File: config.mk
export PLATFORM = sky130hd
export DESIGN_NAME = alu_issue_stage
export DESIGN_NICKNAME = d
export VERILOG_FILES = /design/src/rtl/alu_issue_stage.sv
export SDC_FILE = /design/constraint.sdc
export NUM_CORES = 1
export LEC_CHECK = 0
export BUFFER_PORTS_ARGS = -buffer_cell sky130_fd_sc_hd__buf_4
export CAP_MARGIN = 20
export CORE_MARGIN = 1.5
export CORE_UTILIZATION = 45
export CTS_CLUSTER_SIZE = 28
export DETAILED_ROUTE_END_ITERATION = 8
export MAX_ROUTING_LAYER = met4
export PLACE_DENSITY = 0.89
export SETUP_SLACK_MARGIN = 0.5
export SLEW_MARGIN = 20
export SYNTH_ARGS = -nofsm -noshare
export SYNTH_HDL_FRONTEND = slang
export SYNTH_SLANG_ARGS = --single-unit
File: constraint.sdc
create_clock -name clk -period 2.2 [get_ports clk]
set_input_delay 0.44 -clock clk [delete_from_list [all_inputs] [get_ports clk]]
set_output_delay 0.44 -clock clk [all_outputs]
set_load 0.05 [all_outputs]
File: src/rtl/alu_issue_stage.sv
// ALU issue stage: decodes one RV32 integer/branch/memory instruction into registered
// ALU operands and control, held in a single-entry valid/ready pipeline register.
module alu_issue_stage #(
  parameter int CNT_W = 16
) (
  input  logic             clk,
  input  logic             rst_n,
  input  logic             in_valid,
  output logic             in_ready,
  input  logic [6:0]       opcode,
  input  logic [2:0]       funct3,
  input  logic             funct7b5,
  input  logic [31:0]      rs1_data,
  input  logic [31:0]      rs2_data,
  input  logic [31:0]      imm,
  input  logic             flush,
  output logic             out_valid,
  input  logic             out_ready,
  output logic [31:0]      SrcA,
  output logic [31:0]      SrcB,
  output logic [2:0]       ALUControl,
  output logic             is_branch,
  output logic             branch_ne,
  output logic             illegal,
  output logic [CNT_W-1:0] issue_count
);

  localparam logic [6:0] OP_R      = 7'b0110011;
  localparam logic [6:0] OP_I      = 7'b0010011;
  localparam logic [6:0] OP_LOAD   = 7'b0000011;
  localparam logic [6:0] OP_STORE  = 7'b0100011;
  localparam logic [6:0] OP_BRANCH = 7'b1100011;

  localparam logic [2:0] ALU_ADD = 3'b000;
  localparam logic [2:0] ALU_SUB = 3'b001;
  localparam logic [2:0] ALU_AND = 3'b010;
  localparam logic [2:0] ALU_OR  = 3'b011;
  localparam logic [2:0] ALU_SLT = 3'b100;

  typedef struct packed {
    logic [31:0] src_a;
    logic [31:0] src_b;
    logic [2:0]  alu_ctrl;
    logic        is_branch;
    logic        branch_ne;
    logic        illegal;
  } issue_t;

  issue_t             slot_d, slot_q;
  logic               out_valid_d, out_valid_q;
  logic [CNT_W-1:0]   count_d, count_q;

  logic               legal;
  logic               use_imm;
  logic [2:0]         alu_sel;
  logic               br, br_ne;
  logic               accept, transfer;

  // Handshake: a beat moves on an edge where valid && ready are both high; valid never
  // drops and payload never changes while the consumer is not ready.
  assign in_ready = !rst_n || !out_valid_q || out_ready;
  assign accept   = in_valid && in_ready;
  assign transfer = out_valid_q && out_ready;

  always_comb begin
    legal   = 1'b0;
    use_imm = 1'b0;
    alu_sel = ALU_ADD;
    br      = 1'b0;
    br_ne   = 1'b0;
    unique case (opcode)
      OP_R: begin
        legal = 1'b1;
        unique case (funct3)
          3'b000:  alu_sel = funct7b5 ? ALU_SUB : ALU_ADD;
          3'b111:  alu_sel = ALU_AND;
          3'b110:  alu_sel = ALU_OR;
          3'b010:  alu_sel = ALU_SLT;
          default: legal = 1'b0;
        endcase
      end
      OP_I: begin
        legal   = 1'b1;
        use_imm = 1'b1;
        unique case (funct3)
          3'b000:  alu_sel = ALU_ADD;
          3'b111:  alu_sel = ALU_AND;
          3'b110:  alu_sel = ALU_OR;
          3'b010:  alu_sel = ALU_SLT;
          default: legal = 1'b0;
        endcase
      end
      OP_LOAD, OP_STORE: begin
        legal   = 1'b1;
        use_imm = 1'b1;
      end
      OP_BRANCH: begin
        alu_sel = ALU_SUB;
        br      = 1'b1;
        unique case (funct3)
          3'b000:  legal = 1'b1;
          3'b001: begin
            legal = 1'b1;
            br_ne = 1'b1;
          end
          default: legal = 1'b0;
        endcase
      end
      default: legal = 1'b0;
    endcase
  end

  // Unsupported encodings still issue, but with every control/operand field zeroed.
  always_comb begin
    slot_d = '0;
    if (legal) begin
      slot_d.src_a     = rs1_data;
      slot_d.src_b     = use_imm ? imm : rs2_data;
      slot_d.alu_ctrl  = alu_sel;
      slot_d.is_branch = br;
      slot_d.branch_ne = br_ne;
    end else begin
      slot_d.illegal   = 1'b1;
    end
  end

  always_comb begin
    out_valid_d = out_valid_q;
    count_d     = transfer ? count_q + 1'b1 : count_q;
    if (flush) begin
      out_valid_d = 1'b0;
    end else if (accept) begin
      out_valid_d = 1'b1;
    end else if (transfer) begin
      out_valid_d = 1'b0;
    end
  end

  always_ff @(posedge clk) begin
    if (!rst_n) begin
      out_valid_q <= 1'b0;
      slot_q      <= '0;
      count_q     <= '0;
    end else begin
      out_valid_q <= out_valid_d;
      count_q     <= count_d;
      if (accept && !flush) begin
        slot_q <= slot_d;
      end
    end
  end

  assign out_valid   = out_valid_q;
  assign SrcA        = slot_q.src_a;
  assign SrcB        = slot_q.src_b;
  assign ALUControl  = slot_q.alu_ctrl;
  assign is_branch   = slot_q.is_branch;
  assign branch_ne   = slot_q.branch_ne;
  assign illegal     = slot_q.illegal;
  assign issue_count = count_q;

endmodule

# After elaboration in Yosys (flattened, before gate mapping)

Index checks and enable logic that the tools add are counted.

Output and inout port bits: 88
Word-level logic and storage cells: 51
Bits of input ports: 112
Bits in registers: 87

Mux-type cells: 16
Bitwise logic cells: 1
Reduce and logical (&&, ||, !) cells: 16
Add/subtract/negate cells: 1
Eq/ne operators: 9

Operators by type and width:

| cell                    | number |
|---|---|
| $mux W69                | 1 |
| $mux W32                | 1 |
| $pmux W3 S3             | 2 |
| $add A16 B1 Y16 const B | 1 |
| $eq A7 B6 Y1 const B    | 2 |
| $pmux W3 S4             | 1 |
| $mux W1                 | 10 |
| $reduce_or A2 Y1        | 4 |
| $eq A7 B2 Y1 const B    | 1 |
| $eq A7 B5 Y1 const B    | 1 |
| $eq A7 B7 Y1 const B    | 1 |
| $eq A3 B3 Y1 const B    | 2 |
| $reduce_or A4 Y1        | 1 |
| $eq A3 B1 Y1 const B    | 1 |
| $eq A3 B2 Y1 const B    | 1 |
| $logic_and A1 B1 Y1     | 3 |
| $logic_not A1 Y1        | 3 |
| $logic_not A3 Y1        | 1 |
| $pmux W1 S3             | 1 |
| $reduce_or A3 Y1        | 1 |
| $logic_or A1 B1 Y1      | 2 |
| $reduce_bool A2 Y1      | 1 |
| $not A1 Y1              | 1 |

# Depth between registers and ports, before layout

Gate-level depths: netlist (run 1).

Word-level depth: 5
Mapped depth: 7
Depth with buffers taken out: 5

# Least setup slack after synthesis (run 1)

No wires, ideal clock.

Kind: register to register
Start point: reg out_valid_q (netlist: out_valid)
End point: reg slot_q (netlist bit SrcB[10])
Path buffers: 2
Cell stages (with the launch flop): 7
Path slack: -0.093 ns
Clock period less this slack: 2.293 ns
Required time: 2.113 ns
Arrival time: 2.206 ns
Path through: dfxtp_1 nand3b_2 nand3b_2 buf_2 clkbuf_1 nand2_1 a221oi_2

Longest elaborated chain between the ends: 5

Ends and longest elaborated chain:

| item                             | line | RTL |
|---|---|---|
| start, declared                  | 50   | `logic out_valid_d, out_valid_q;` |
| start signal, assigned           | 145  | `out_valid_q <= out_valid_d;` |
| $logic_not A1 Y1                 | 61   | `assign in_ready = !rst_n \|\| !out_valid_q \|\| out_ready;` |
| $logic_or A1 B1 Y1 (2 in series) | 61   |  |
| net in_ready                     | 9    | `output logic in_ready,` |
| $logic_and A1 B1 Y1              | 62   | `assign accept = in_valid && in_ready;` |
| $logic_and A1 B1 Y1              | 147  | `if (accept && !flush) begin` |
| end signal, assigned             | 148  | `slot_q <= slot_d;` |
| end, declared                    | 49   | `issue_t slot_d, slot_q;` |

The timed path passes the listed nets, and every way through them passes these cells.
A chain may end at the register's enable or synchronous reset.

# Worst setup path after layout (run 1)

Start point: in opcode[3]
End point: reg slot_q (netlist bit SrcB[17])

Longest elaborated chain between the ends: 5
Elaborated cells between the ends (all ways): 12
Classes of those cells: eq/ne: 5; mux: 4; reduce/logical: 3

Ends and longest elaborated chain:

| item                                 | line | RTL |
|---|---|---|
| start, declared                      | 10   | `input logic [6:0] opcode,` |
| $eq A7 B5 Y1 (tied with other cells) | 71   | `unique case (opcode)` |
| $reduce_or A3 Y1 (no source line)    | n/a  |  |
| $mux W1                              | 71   |  |
| $mux W32                             | 118  | `slot_d.src_b = use_imm ? imm : rs2_data;` |
| $mux W69 *                           | 116  | `if (legal) begin` |

Mark *: on every way between the ends. The rest lies on a longest branch, timed or not.

==> flow_metrics.tcl, run 1 <==
set metrics [dict create \
    outcome "completed" \
    power.share.sequential_pct 51.6 \
    dpl_cell_area_um2 5400 \
    cts.sink_count 87 \
    numPortBuffers 199 \
    netSwitchingFraction_pct 23.7 \
    grt_util_all_layers_pct 25.2 \
    multi_input_comb_area_um2 1890 \
    finalWorstPathRequiredPeriod_ns 1.70 \
    highest-signal-layer "met4" \
    wirelength_um 11400 \
    worst-setup-path-type "input pin to flip-flop" \
    power.combinational.fraction_pct 11.1 \
    drt-vias-per-instance 5.58 \
    critPathCaptureType "flip-flop" \
    via_count_of_the_first_global_routing_pass 3596 \
    areaGrowthSynthToFinish_pct 49.4 \
    floorplan.die.width_um 94.5 \
    wl_met1_um 4550 \
    post-synth-top-count-cell "sky130_fd_sc_hd__dfxtp_1" \
    syn_nets 499 \
    powerDensity_nw_per_um2 545 \
    static-leakage-power_nw 2.41 \
    hold_viol 0 \
    final.hold.worst_slack_ns 0.267 \
    die_height_um 94.5 \
    grt_start_max_net_pins 71 \
    ioPinCount 200 \
    timing.final.crit_share_pct 77.4 \
    drcViolationCount 0 \
    regArea_um2 1750 \
    post_synthesis_cell_type_count 35 \
    worst_hold_path_type "input pin to flip-flop" \
    synth.area.top_cells "sky130_fd_sc_hd__dfxtp_1, sky130_fd_sc_hd__a221oi_2, sky130_fd_sc_hd__a22o_1, sky130_fd_sc_hd__nand2_1, sky130_fd_sc_hd__a22oi_1" \
    max-clock-path-buffers 2 \
    floorplan.core_area_um2 8180 \
    power.net_switching_mw 0.727 \
    synth_top_area_share_pct 46.2 \
    std_cell_rows 33 \
    postSynth.asyncResetShare_pct 0 \
    count_of_placed_standard_cells_in_the_final_layout_fillers_left_out 685 \
    postCtsHoldBufs 0 \
    commonest_cells_in_the_synthesized_netlist "sky130_fd_sc_hd__dfxtp_1, sky130_fd_sc_hd__nand2_1, sky130_fd_sc_hd__a22o_1, sky130_fd_sc_hd__a22oi_1, sky130_fd_sc_hd__a221oi_2" \
    grt_antenna_before_repair 0 \
    design.die.area_um2 8930 \
    syn_inst_count 386 \
    ctsHtreeMaxLevel 3 \
    timing.clock.skew_ns 0.00942 \
    cap_viol_max_count 0 \
    synth.ff_latch_count 87 \
    numCtsBuffers 9 \
    relSlewSlack_pct 54.7 \
    cp_slowest_stage_delay_ns 0.56 \
    cp_max_fo 22 \
    detailroute.via_count 3819 \
    seq_area_frac_synth_pct 46.2 \
    number_of_filler_cells_placed_in_the_layout 646 \
    initial_core_util_pct 46.1 \
    clk-insertion-delay-late_ns 0.34 \
    number_of_detailed_route_iterations_in_the_first_pass 4 \
    tightestPinTransition_ns 0.679 \
    setup_viol 0 \
    syn_avg_cell_area_um2 9.76 \
    synth_flop_cell "sky130_fd_sc_hd__dfxtp_1" \
    stdcell_area_um2 5630 \
    cts.clk_slew.worst_paths_ns 0.09 \
    drt_first_iter_violations 165 \
    cts-root-buf "sky130_fd_sc_hd__clkbuf_8" \
    gp_routability_congestion 0.811 \
    netlist_area_um2 3770 \
    post-dp-hpwl_um 8340 \
    synth-edff-count 0 \
    place.detailed.instances 669 \
    p_int_mw 2.34 \
    synth_area_leader_cell "sky130_fd_sc_hd__dfxtp_1" \
    rsz0062_at_grt "true" \
    crit_path_launch_type "input pin" \
    slew_violations 0 \
    grt.overflow.total 0 \
    ir_drop_uv 335 \
    insertedDiodeCount 0 \
    timing.critical_path.required_ns 2.46 \
    synth.yosys.warnings 0 \
    cts_tree "built" \
    finalCoreUtilization_pct 68.9 \
    final_antenna_net_count 0 \
    power.clock.fraction_pct 37.3 \
    maxClockFrequency_mhz 587 \
    route.met3.wl_um 724 \
    layout-drive-gt1-share_pct 46.9 \
    first_pass_grt_wire_length_um 17100 \
    met2_length_um 5800 \
    p_total_mw 3.07 \
    critical-path-slowest-cell "sky130_fd_sc_hd__or4bb_4" \
    worst-endpoint-arrival_ns 1.96 \
    drt-wirelength-per-cell_um 16.6 \
    finalNetCount 688 \
    critical_path.cell_chain "buf_4, or4bb_4, or3_4, buf_12, a221oi_2" \
]
-- worst paths after layout --
path	startpoint	to	slack, ns	cells after the start
worst min-delay path	flush	out_valid$_SDFFE_PP0P_	0.27	2
worst min register to register	branch_ne$_SDFFE_PN0P_	branch_ne$_SDFFE_PN0P_	0.48	2
worst max register to register	out_valid$_SDFFE_PP0P_	SrcB[17]$_SDFFE_PN0P_	0.63	5
worst max-delay path	opcode[3]	SrcB[17]$_SDFFE_PN0P_	0.50	5
-- through the flow --
stage | setup WS, ns | setup TNS [ns]
2_1_floorplan | 0.362 | 0
3_3_place_gp | 0.0452 | 0
3_5_place_dp | -0.0204 | -0.0236
4_1_cts | 0.510 | 0
5_1_grt | 0.472 | 0
6_report | 0.497 | 0
-- layer usage --
layer  global-route usage (%)  up-vias
li1                         -     1805
met1                     29.6     1820
met2                     42.5      168
met3                     5.07       26
met4                     9.08        0
met5                        -        -
-- cell families after synthesis --
family	after synthesis	synth area share (%)
AND/OR/NAND/NOR	138	17.2
adder cells (fa/ha/maj)	1	0.332
AO/OA/AOI/OAI	109	28.3
XOR/XNOR	10	2.32
buffers and inverters	37	4.58
flip-flops	87	46.2
multiplexers	4	1.06
-- cell type report --
type | instances | area share, %
Inverter | 6 | 0.400
Sequential cell | 87 | 31.1
Clock buffer | 12 | 2.76
Clock inverter | 4 | 0.934
Timing Repair Buffer | 209 | 28.8
Multi-Input combinational cell | 262 | 33.6
Tap cell | 105 | 2.33
-- flip-flops by register name, indices dropped and copies added (netlist names) --
signal,flops
SrcA,32
SrcB,32
issue_count,16
ALUControl,3
branch_ne,1
illegal,1
is_branch,1
out_valid,1
-- critical path: cells and delay by family --
| family | cells | cell delay, ns |
|---|---|---|
| compound gates | 1 | 0.28 |
| buf+inv | 2 | 0.29 |
| simple gates | 2 | 0.94 |
-- power groups by stage --
| stage | sequential [mW] | combinational (mW) | clock [mW] |
|---|---|---|---|
| 3_3_place_gp | 1.62 | 0.330 | 0 |
| 6_report | 1.59 | 0.341 | 1.14 |
| 3_5_place_dp | 1.62 | 0.338 | 0 |
| 4_1_cts | 1.59 | 0.340 | 1.17 |
| 5_1_grt | 1.59 | 0.362 | 1.24 |
| 2_1_floorplan | 1.64 | 0.109 | 0 |
-- cells in the final DEF (no fill, tap or decap), types with 2 or more instances in the layout --
cell type	instances
sky130_fd_sc_hd__dfxtp_2	6
sky130_fd_sc_hd__nor4_1	2
sky130_fd_sc_hd__a21oi_1	7
sky130_fd_sc_hd__dfxtp_1	80
sky130_fd_sc_hd__inv_1	5
sky130_fd_sc_hd__buf_12	4
sky130_fd_sc_hd__a22oi_1	32
sky130_fd_sc_hd__nand2b_1	6
sky130_fd_sc_hd__nor3_1	7
sky130_fd_sc_hd__a221oi_1	2
sky130_fd_sc_hd__xor2_1	4
sky130_fd_sc_hd__a221oi_2	30
sky130_fd_sc_hd__nor2_1	16
sky130_fd_sc_hd__and3b_1	2
sky130_fd_sc_hd__a22o_1	34
sky130_fd_sc_hd__mux2i_1	4
sky130_fd_sc_hd__buf_4	204
sky130_fd_sc_hd__clkbuf_8	11
sky130_fd_sc_hd__xnor2_1	6
sky130_fd_sc_hd__nand3_1	7
sky130_fd_sc_hd__nand4_1	6
sky130_fd_sc_hd__nand2_1	78
-- timing repair --
| action | 4_1_cts | 5_1_grt |
|---|---|---|
| gates resized for setup | 3 | 2 |
| endpoints found under the setup margin | 32 | 6 |
| endpoints found under the hold margin | 0 | 0 |
| setup buffers | 0 | 0 |
No activity file was read; power rests on OpenSTA's default activity.
==> run 2, diff against run 1 <==
- clock period: 2.2 -> 1.7 ns (I/O delays scaled with it)
==> run 2 against run 1 <==
The flow now stops in 5_1_grt; synthesized cell count unchanged; synthesized area unchanged.
==> flow_metrics.tcl, run 2 <==
set metrics [dict create \
    post-dp-hpwl_um 8170 \
    syn_avg_cell_area_um2 9.76 \
    synth_flop_cell "sky130_fd_sc_hd__dfxtp_1" \
    die_height_um 94.5 \
    cts-root-buf "sky130_fd_sc_hd__clkbuf_8" \
    post_synthesis_cell_type_count 35 \
    synth.yosys.warnings 0 \
    worst_endpoint "SrcB[23]$_SDFFE_PN0P_/D" \
    postSynth.asyncResetShare_pct 0 \
    syn_nets 499 \
    max-clock-path-buffers 2 \
    worst-endpoint-pin-kind "register data pin" \
    gp_routability_congestion 0.795 \
    outcome "aborted with a tool error" \
    grt_start_max_net_pins 33 \
    synth_top_area_share_pct 46.2 \
    synth_area_leader_cell "sky130_fd_sc_hd__dfxtp_1" \
    synth-edff-count 0 \
    run.stop_error "[ERROR DPL-0033] detailed placement checks failed during check placement." \
    ioPinCount 200 \
    syn_inst_count 386 \
    std_cell_rows 33 \
    post-synth-top-count-cell "sky130_fd_sc_hd__dfxtp_1" \
    initial_core_util_pct 46.1 \
    grt_antenna_before_repair 0 \
    netlist_area_um2 3770 \
    ctsHtreeMaxLevel 3 \
    dpl_worst_slack_ns -0.407 \
    synth.ff_latch_count 87 \
    seq_area_frac_synth_pct 46.2 \
    numPortBuffers 199 \
    cts.sink_count 87 \
    floorplan.die.width_um 94.5 \
    commonest_cells_in_the_synthesized_netlist "sky130_fd_sc_hd__dfxtp_1, sky130_fd_sc_hd__nand2_1, sky130_fd_sc_hd__a22o_1, sky130_fd_sc_hd__a22oi_1, sky130_fd_sc_hd__a221oi_2" \
    outcome.stop_stage "5_1_grt" \
    synth.area.top_cells "sky130_fd_sc_hd__dfxtp_1, sky130_fd_sc_hd__a221oi_2, sky130_fd_sc_hd__a22o_1, sky130_fd_sc_hd__nand2_1, sky130_fd_sc_hd__a22oi_1" \
    dpl_cell_area_um2 5650 \
    numCtsBuffers 9 \
]
==> run 2: repair_timing <==
item | 4_1_cts
pin swaps | 44
setup buffers | 55
endpoints found under the setup margin | 165
gates cloned | 10
hold buffers | 0
gates resized for setup | 252
==> run 2: cells by family after synthesis <==
logic type               synth area share [%]
XOR/XNOR                                 2.32
adder cells (fa/ha/maj)                 0.332
buffers and inverters                    4.58
AND/OR/NAND/NOR                          17.2
multiplexers                             1.06
flip-flops                               46.2
AO/OA/AOI/OAI                            28.3
==> run 2: stage by stage <==
stage / hold WS (ns) / setup TNS [ns] / instances
2_1_floorplan: 0.407 / -1.08 / 386
3_3_place_gp: 0.442 / -18.80 / 687
3_5_place_dp: 0.451 / -22.44 / 687
4_1_cts: 0.187 / 0 / 768
==> run 3, diff against run 2 <==
- CORE_UTILIZATION: 45 -> 35
- CTS_CLUSTER_SIZE: 28 -> unset
- MAX_ROUTING_LAYER: met4 -> unset
- PLACE_DENSITY: 0.89 -> unset
- PLACE_DENSITY_LB_ADDON: unset -> 0.15
- SETUP_SLACK_MARGIN: 0.5 -> unset
==> run 3 against run 2 <==
The flow now finishes without violations.
==> flow_metrics.tcl, run 3 (synthesis results as in run 1) <==
set metrics [dict create \
    outcome "completed" \
    highest-signal-layer "met4" \
    wl_met1_um 4600 \
    post-dp-hpwl_um 8260 \
    finalCoreUtilization_pct 56.2 \
    netSwitchingFraction_pct 24.5 \
    worst_r2r_startpoint "out_valid$_SDFFE_PP0P_" \
    drt-wirelength-per-cell_um 15.1 \
    place.detailed.instances 720 \
    ctsHtreeMaxLevel 3 \
    cts-root-buf "sky130_fd_sc_hd__clkbuf_8" \
    die_height_um 107 \
    worst-setup-path-type "input pin to flip-flop" \
    drt_first_iter_violations 120 \
    relSlewSlack_pct 60.1 \
    met2_length_um 5350 \
    worst_hold_startpoint "rs1_data[8]" \
    worst_hold_path.endpoint "SrcA[8]$_SDFFE_PN0P_" \
    cts.sink_count 87 \
    power.combinational.fraction_pct 11.5 \
    route.met3.wl_um 894 \
    slew_violations 0 \
    finalNetCount 708 \
    grt_util_all_layers_pct 19.4 \
    std_cell_rows 37 \
    maxClockFrequency_mhz 641 \
    cts.clk_slew.worst_paths_ns 0.09 \
    finalWorstPathRequiredPeriod_ns 1.56 \
    ir_drop_uv 334 \
    ioPinCount 200 \
    power.clock.fraction_pct 38.0 \
    first_pass_grt_wire_length_um 17600 \
    layout-drive-gt1-share_pct 48.3 \
    timing.critical_path.required_ns 1.95 \
    setup_viol 0 \
    floorplan.die.width_um 107 \
    grt_antenna_before_repair 0 \
    detailroute.via_count 3810 \
    p_int_mw 3.06 \
    count_of_placed_standard_cells_in_the_final_layout_fillers_left_out 736 \
    r2r_cells 6 \
    rsz0062_at_grt "false" \
    gp_routability_congestion 0.767 \
    static-leakage-power_nw 2.52 \
    power.net_switching_mw 0.995 \
    cap_viol_max_count 0 \
    worst-endpoint-arrival_ns 1.81 \
    grt.overflow.total 0 \
    powerDensity_nw_per_um2 696 \
    worstReg2RegEnd "SrcA[15]$_SDFFE_PN0P_" \
    clk-insertion-delay-late_ns 0.36 \
    number_of_detailed_route_iterations_in_the_first_pass 4 \
    insertedDiodeCount 0 \
    worst_hold_path.num_cells 2 \
    timing.clock.skew_ns 0.0108 \
    postCtsHoldBufs 0 \
    final_antenna_net_count 0 \
    worst_hold_path_type "input pin to flip-flop" \
    design.die.area_um2 11400 \
    p_total_mw 4.06 \
    critPathCaptureType "flip-flop" \
    layout_common_cells "sky130_fd_sc_hd__buf_4, sky130_fd_sc_hd__dfxtp_1, sky130_fd_sc_hd__nand2_1, sky130_fd_sc_hd__a22o_1, sky130_fd_sc_hd__a22oi_1" \
    r2r_setup_slack_ns 0.16 \
    power.share.sequential_pct 50.5 \
    drt-vias-per-instance 5.18 \
    wirelength_um 11100 \
    layout.cells.most_common "sky130_fd_sc_hd__buf_4" \
    via_count_of_the_first_global_routing_pass 3641 \
    areaGrowthSynthToFinish_pct 54.7 \
    max-clock-path-buffers 2 \
    tightestPinTransition_ns 0.593 \
    timing.final.crit_share_pct 91.8 \
    drcViolationCount 0 \
    cp_max_fo 23 \
    floorplan.core_area_um2 10400 \
    cts_setup_buffers 0 \
    numCtsBuffers 9 \
    crit_path_launch_type "input pin" \
    grt_start_max_net_pins 45 \
    cts_tree "built" \
    hold_viol 0 \
    initial_core_util_pct 36.3 \
    numPortBuffers 199 \
]
run 3: timing repair:
action                                  in CTS  in global routing
gates resized for setup                      0                  1
endpoints found under the hold margin        0                  0
endpoints found under the setup margin       0                  2
run 3: stage by stage:
step	hold slack, ns	worst slack [ns]	TNS [ns]	instance area, um2
after CTS	0.162	0.0567	0	5830
after global routing	0.165	0.0261	0	5830
after detailed placement	0.458	-0.315	-14.01	5610
after floorplan	0.407	-0.0381	-1.08	3800
final	0.185	0.139	0	5830
after global placement	0.443	-0.299	-13.42	5610
run 3: per-layer routing:
layer | vias up | track usage, %
li1 | 1849 | -
met1 | 1788 | 23.7
met2 | 153 | 31.4
met3 | 20 | 5.29
met4 | 0 | 9.43
met5 | - | 0
run 3: layout make-up:
type                            count  area [um2]
Fill cell                         964        4540
Timing Repair Buffer              229        1790
Sequential cell                    87        1750
Tap cell                          136         170
Inverter                            6        22.5
Clock buffer                       11         151
Multi-Input combinational cell    262        1880
Clock inverter                      5        63.8
run 3: critical path: stages:
cell	delay (ns)
sky130_fd_sc_hd__buf_4	0.11
sky130_fd_sc_hd__or4bb_1	0.52
sky130_fd_sc_hd__or3_4	0.36
sky130_fd_sc_hd__buf_12	0.18
sky130_fd_sc_hd__a221oi_1	0.29
run 3: power groups by stage:
stage                     logic [mW]  clock network [mW]  registers, mW
final                          0.465                1.54           2.05
after global routing           0.502                1.69           2.05
after CTS                      0.469                1.59           2.05
after detailed placement       0.468                   0           2.10
after global placement         0.461                   0           2.10
after floorplan                0.141                   0           2.13
run 3: worst max path at each step:
| stage | end | slack [ns] | cells past startpoint | start |
|---|---|---|---|---|
| 2_1_floorplan | SrcB[0]$_SDFFE_PN0P_ | -0.04 | 5 | opcode[3] |
| 3_3_place_gp | SrcB[20]$_SDFFE_PN0P_ | -0.30 | 5 | opcode[3] |
| 3_5_place_dp | SrcB[20]$_SDFFE_PN0P_ | -0.32 | 5 | opcode[3] |
| 4_1_cts | SrcB[20]$_SDFFE_PN0P_ | 0.06 | 5 | opcode[3] |
| 5_1_grt | SrcA[15]$_SDFFE_PN0P_ | 0.03 | 6 | out_valid$_SDFFE_PP0P_ |
| 6_report | SrcB[20]$_SDFFE_PN0P_ | 0.14 | 5 | opcode[3] |
==> run 4, diff against run 3 <==
- PLACE_DENSITY: unset -> 0.68
- PLACE_DENSITY_LB_ADDON: 0.15 -> unset
==> run 4 against run 3 <==
Clock power shrank 6%; highest routed layer unchanged; utilization shrank 0.41 points; fmax shrank 3.4%; die area is the same; register-to-register slack is essentially flat; worst hold slack gained 0.013 ns; flip-flop and latch count is the same; setup slack lost 0.055 ns; sequential power is essentially flat; design area shrank 0.73%; clock skew shrank 0.0065 ns; largest power group unchanged.
==> flow_metrics.tcl, run 4 (synthesis results as in run 1) <==
set metrics [dict create \
    outcome "completed" \
    layout-drive-gt1-share_pct 47.9 \
    slew_violations 0 \
    grt_util_all_layers_pct 19.0 \
    timing.critical_path.required_ns 1.95 \
    ctsHtreeMaxLevel 3 \
    finalCoreUtilization_pct 55.8 \
    initial_core_util_pct 36.3 \
    cap_viol_max_count 0 \
    insertedDiodeCount 0 \
    cts.clk_slew.worst_paths_ns 0.09 \
    crit_path_launch_type "input pin" \
    drt-wirelength-per-cell_um 15.3 \
    grt_start_max_net_pins 36 \
    critical_path.startpoint "opcode[3]" \
    finalWorstPathRequiredPeriod_ns 1.62 \
    worst_hold_startpoint "rs1_data[30]" \
    static-leakage-power_nw 2.49 \
    wirelength_um 11200 \
    worst_hold_path_type "input pin to flip-flop" \
    cts_setup_buffers 0 \
    finalNetCount 703 \
    layout.cells.most_common "sky130_fd_sc_hd__buf_4" \
    r2r_cells 5 \
    relSlewSlack_pct 72.5 \
    ioPinCount 200 \
    worst_hold_path.endpoint "SrcA[30]$_SDFFE_PN0P_" \
    final.hold.worst_slack_ns 0.198 \
    post-dp-hpwl_um 8260 \
    numCtsBuffers 9 \
    worst-endpoint-arrival_ns 1.87 \
    drcViolationCount 0 \
    die_height_um 107 \
    grt.overflow.total 0 \
    worstReg2RegEnd "SrcB[20]$_SDFFE_PN0P_" \
    worst_r2r_startpoint "out_valid$_SDFFE_PP0P_" \
    ir_drop_uv 329 \
    cts-root-buf "sky130_fd_sc_hd__clkbuf_8" \
    cts_tree "built" \
    gp_routability_congestion 0.864 \
    grt_antenna_before_repair 0 \
    drt_first_iter_violations 162 \
    std_cell_rows 37 \
    tightestPinTransition_ns 0.409 \
    cp_max_fo 21 \
    detailroute.via_count 3746 \
    numPortBuffers 199 \
    timing.final.crit_share_pct 95.1 \
    drt-vias-per-instance 5.12 \
    worst_hold_path.num_cells 2 \
    powerDensity_nw_per_um2 686 \
    setup_viol 0 \
    cts.sink_count 87 \
    hold_viol 0 \
    areaGrowthSynthToFinish_pct 53.6 \
    rsz0062_at_grt "false" \
    worst-setup-path-type "input pin to flip-flop" \
    first_pass_grt_wire_length_um 17300 \
    timing.clock.skew_ns 0.00434 \
    final_antenna_net_count 0 \
    maxClockFrequency_mhz 619 \
    via_count_of_the_first_global_routing_pass 3641 \
    design.die.area_um2 11400 \
    floorplan.core_area_um2 10400 \
    layout_common_cells "sky130_fd_sc_hd__buf_4, sky130_fd_sc_hd__dfxtp_1, sky130_fd_sc_hd__nand2_1, sky130_fd_sc_hd__a22o_1, sky130_fd_sc_hd__a22oi_1" \
    floorplan.die.width_um 107 \
    number_of_detailed_route_iterations_in_the_first_pass 4 \
    r2r_setup_slack_ns 0.17 \
    clk-insertion-delay-late_ns 0.34 \
    max-clock-path-buffers 2 \
    critPathCaptureType "flip-flop" \
]
[run 4: what timing repair did]
item,in CTS,in global routing
endpoints found under the hold margin,0,0
hold buffers,0,0
setup endpoints to repair,13,0
gates resized for setup,2,0
[run 4: routing by layer]
metal | routed length, um | track usage (%) | vias up
met3 | 746 | 3.71 | 18
met2 | 5590 | 32.7 | 143
li1 | - | - | 1843
met1 | 4560 | 22.8 | 1742
met5 | 0 | 0 | -
met4 | 252 | 8.38 | 0
[run 4: power breakdown]
| group | internal (mW) | switching, mW | total (mW) |
|---|---|---|---|
| sequential | 2.04 | 0.00654 | 2.05 |
| clock | 0.683 | 0.766 | 1.45 |
| combinational | 0.249 | 0.222 | 0.471 |
| total | 2.97 | 0.995 | 3.97 |
[run 4: critical path, cell delays in order]
cell                       delay (ns)
sky130_fd_sc_hd__buf_4           0.11
sky130_fd_sc_hd__or4bb_1         0.57
sky130_fd_sc_hd__or3_4           0.38
sky130_fd_sc_hd__buf_12          0.18
sky130_fd_sc_hd__a221oi_1        0.28
[run 4: worst max-delay path by stage]
stage / cells after the start / to / slack [ns]
3_5_place_dp: 5 / SrcB[31]$_SDFFE_PN0P_ / -0.43
2_1_floorplan: 5 / SrcB[0]$_SDFFE_PN0P_ / -0.04
6_report: 5 / SrcB[20]$_SDFFE_PN0P_ / 0.08
3_3_place_gp: 5 / SrcB[20]$_SDFFE_PN0P_ / -0.36
4_1_cts: 5 / SrcB[20]$_SDFFE_PN0P_ / 0.1
5_1_grt: 5 / issue_count[14]$_SDFFE_PN0P_ / 0.05
[run 4: metrics by stage]
stage / instances / setup TNS, ns / instance area, um2 / total power [mW] / setup WS (ns)
after floorplan: 386 / -1.08 / 3800 / 2.27 / -0.0381
after global placement: 715 / -13.19 / 5590 / 2.56 / -0.360
after detailed placement: 715 / -14.99 / 5590 / 2.57 / -0.428
after CTS: 731 / 0 / 5790 / 4.03 / 0.0972
after global routing: 731 / 0 / 5790 / 4.14 / 0.0493
final: 731 / 0 / 5790 / 3.97 / 0.0839
[run 4: cell type report]
type	instances	area, um2
clock buffers	9	124
multi-input cells	262	1880
fillers	941	4580
repair buffers	224	1770
clock inverters	7	70.1
well taps	136	170
inverters	6	22.5
flip-flops and latches	87	1750
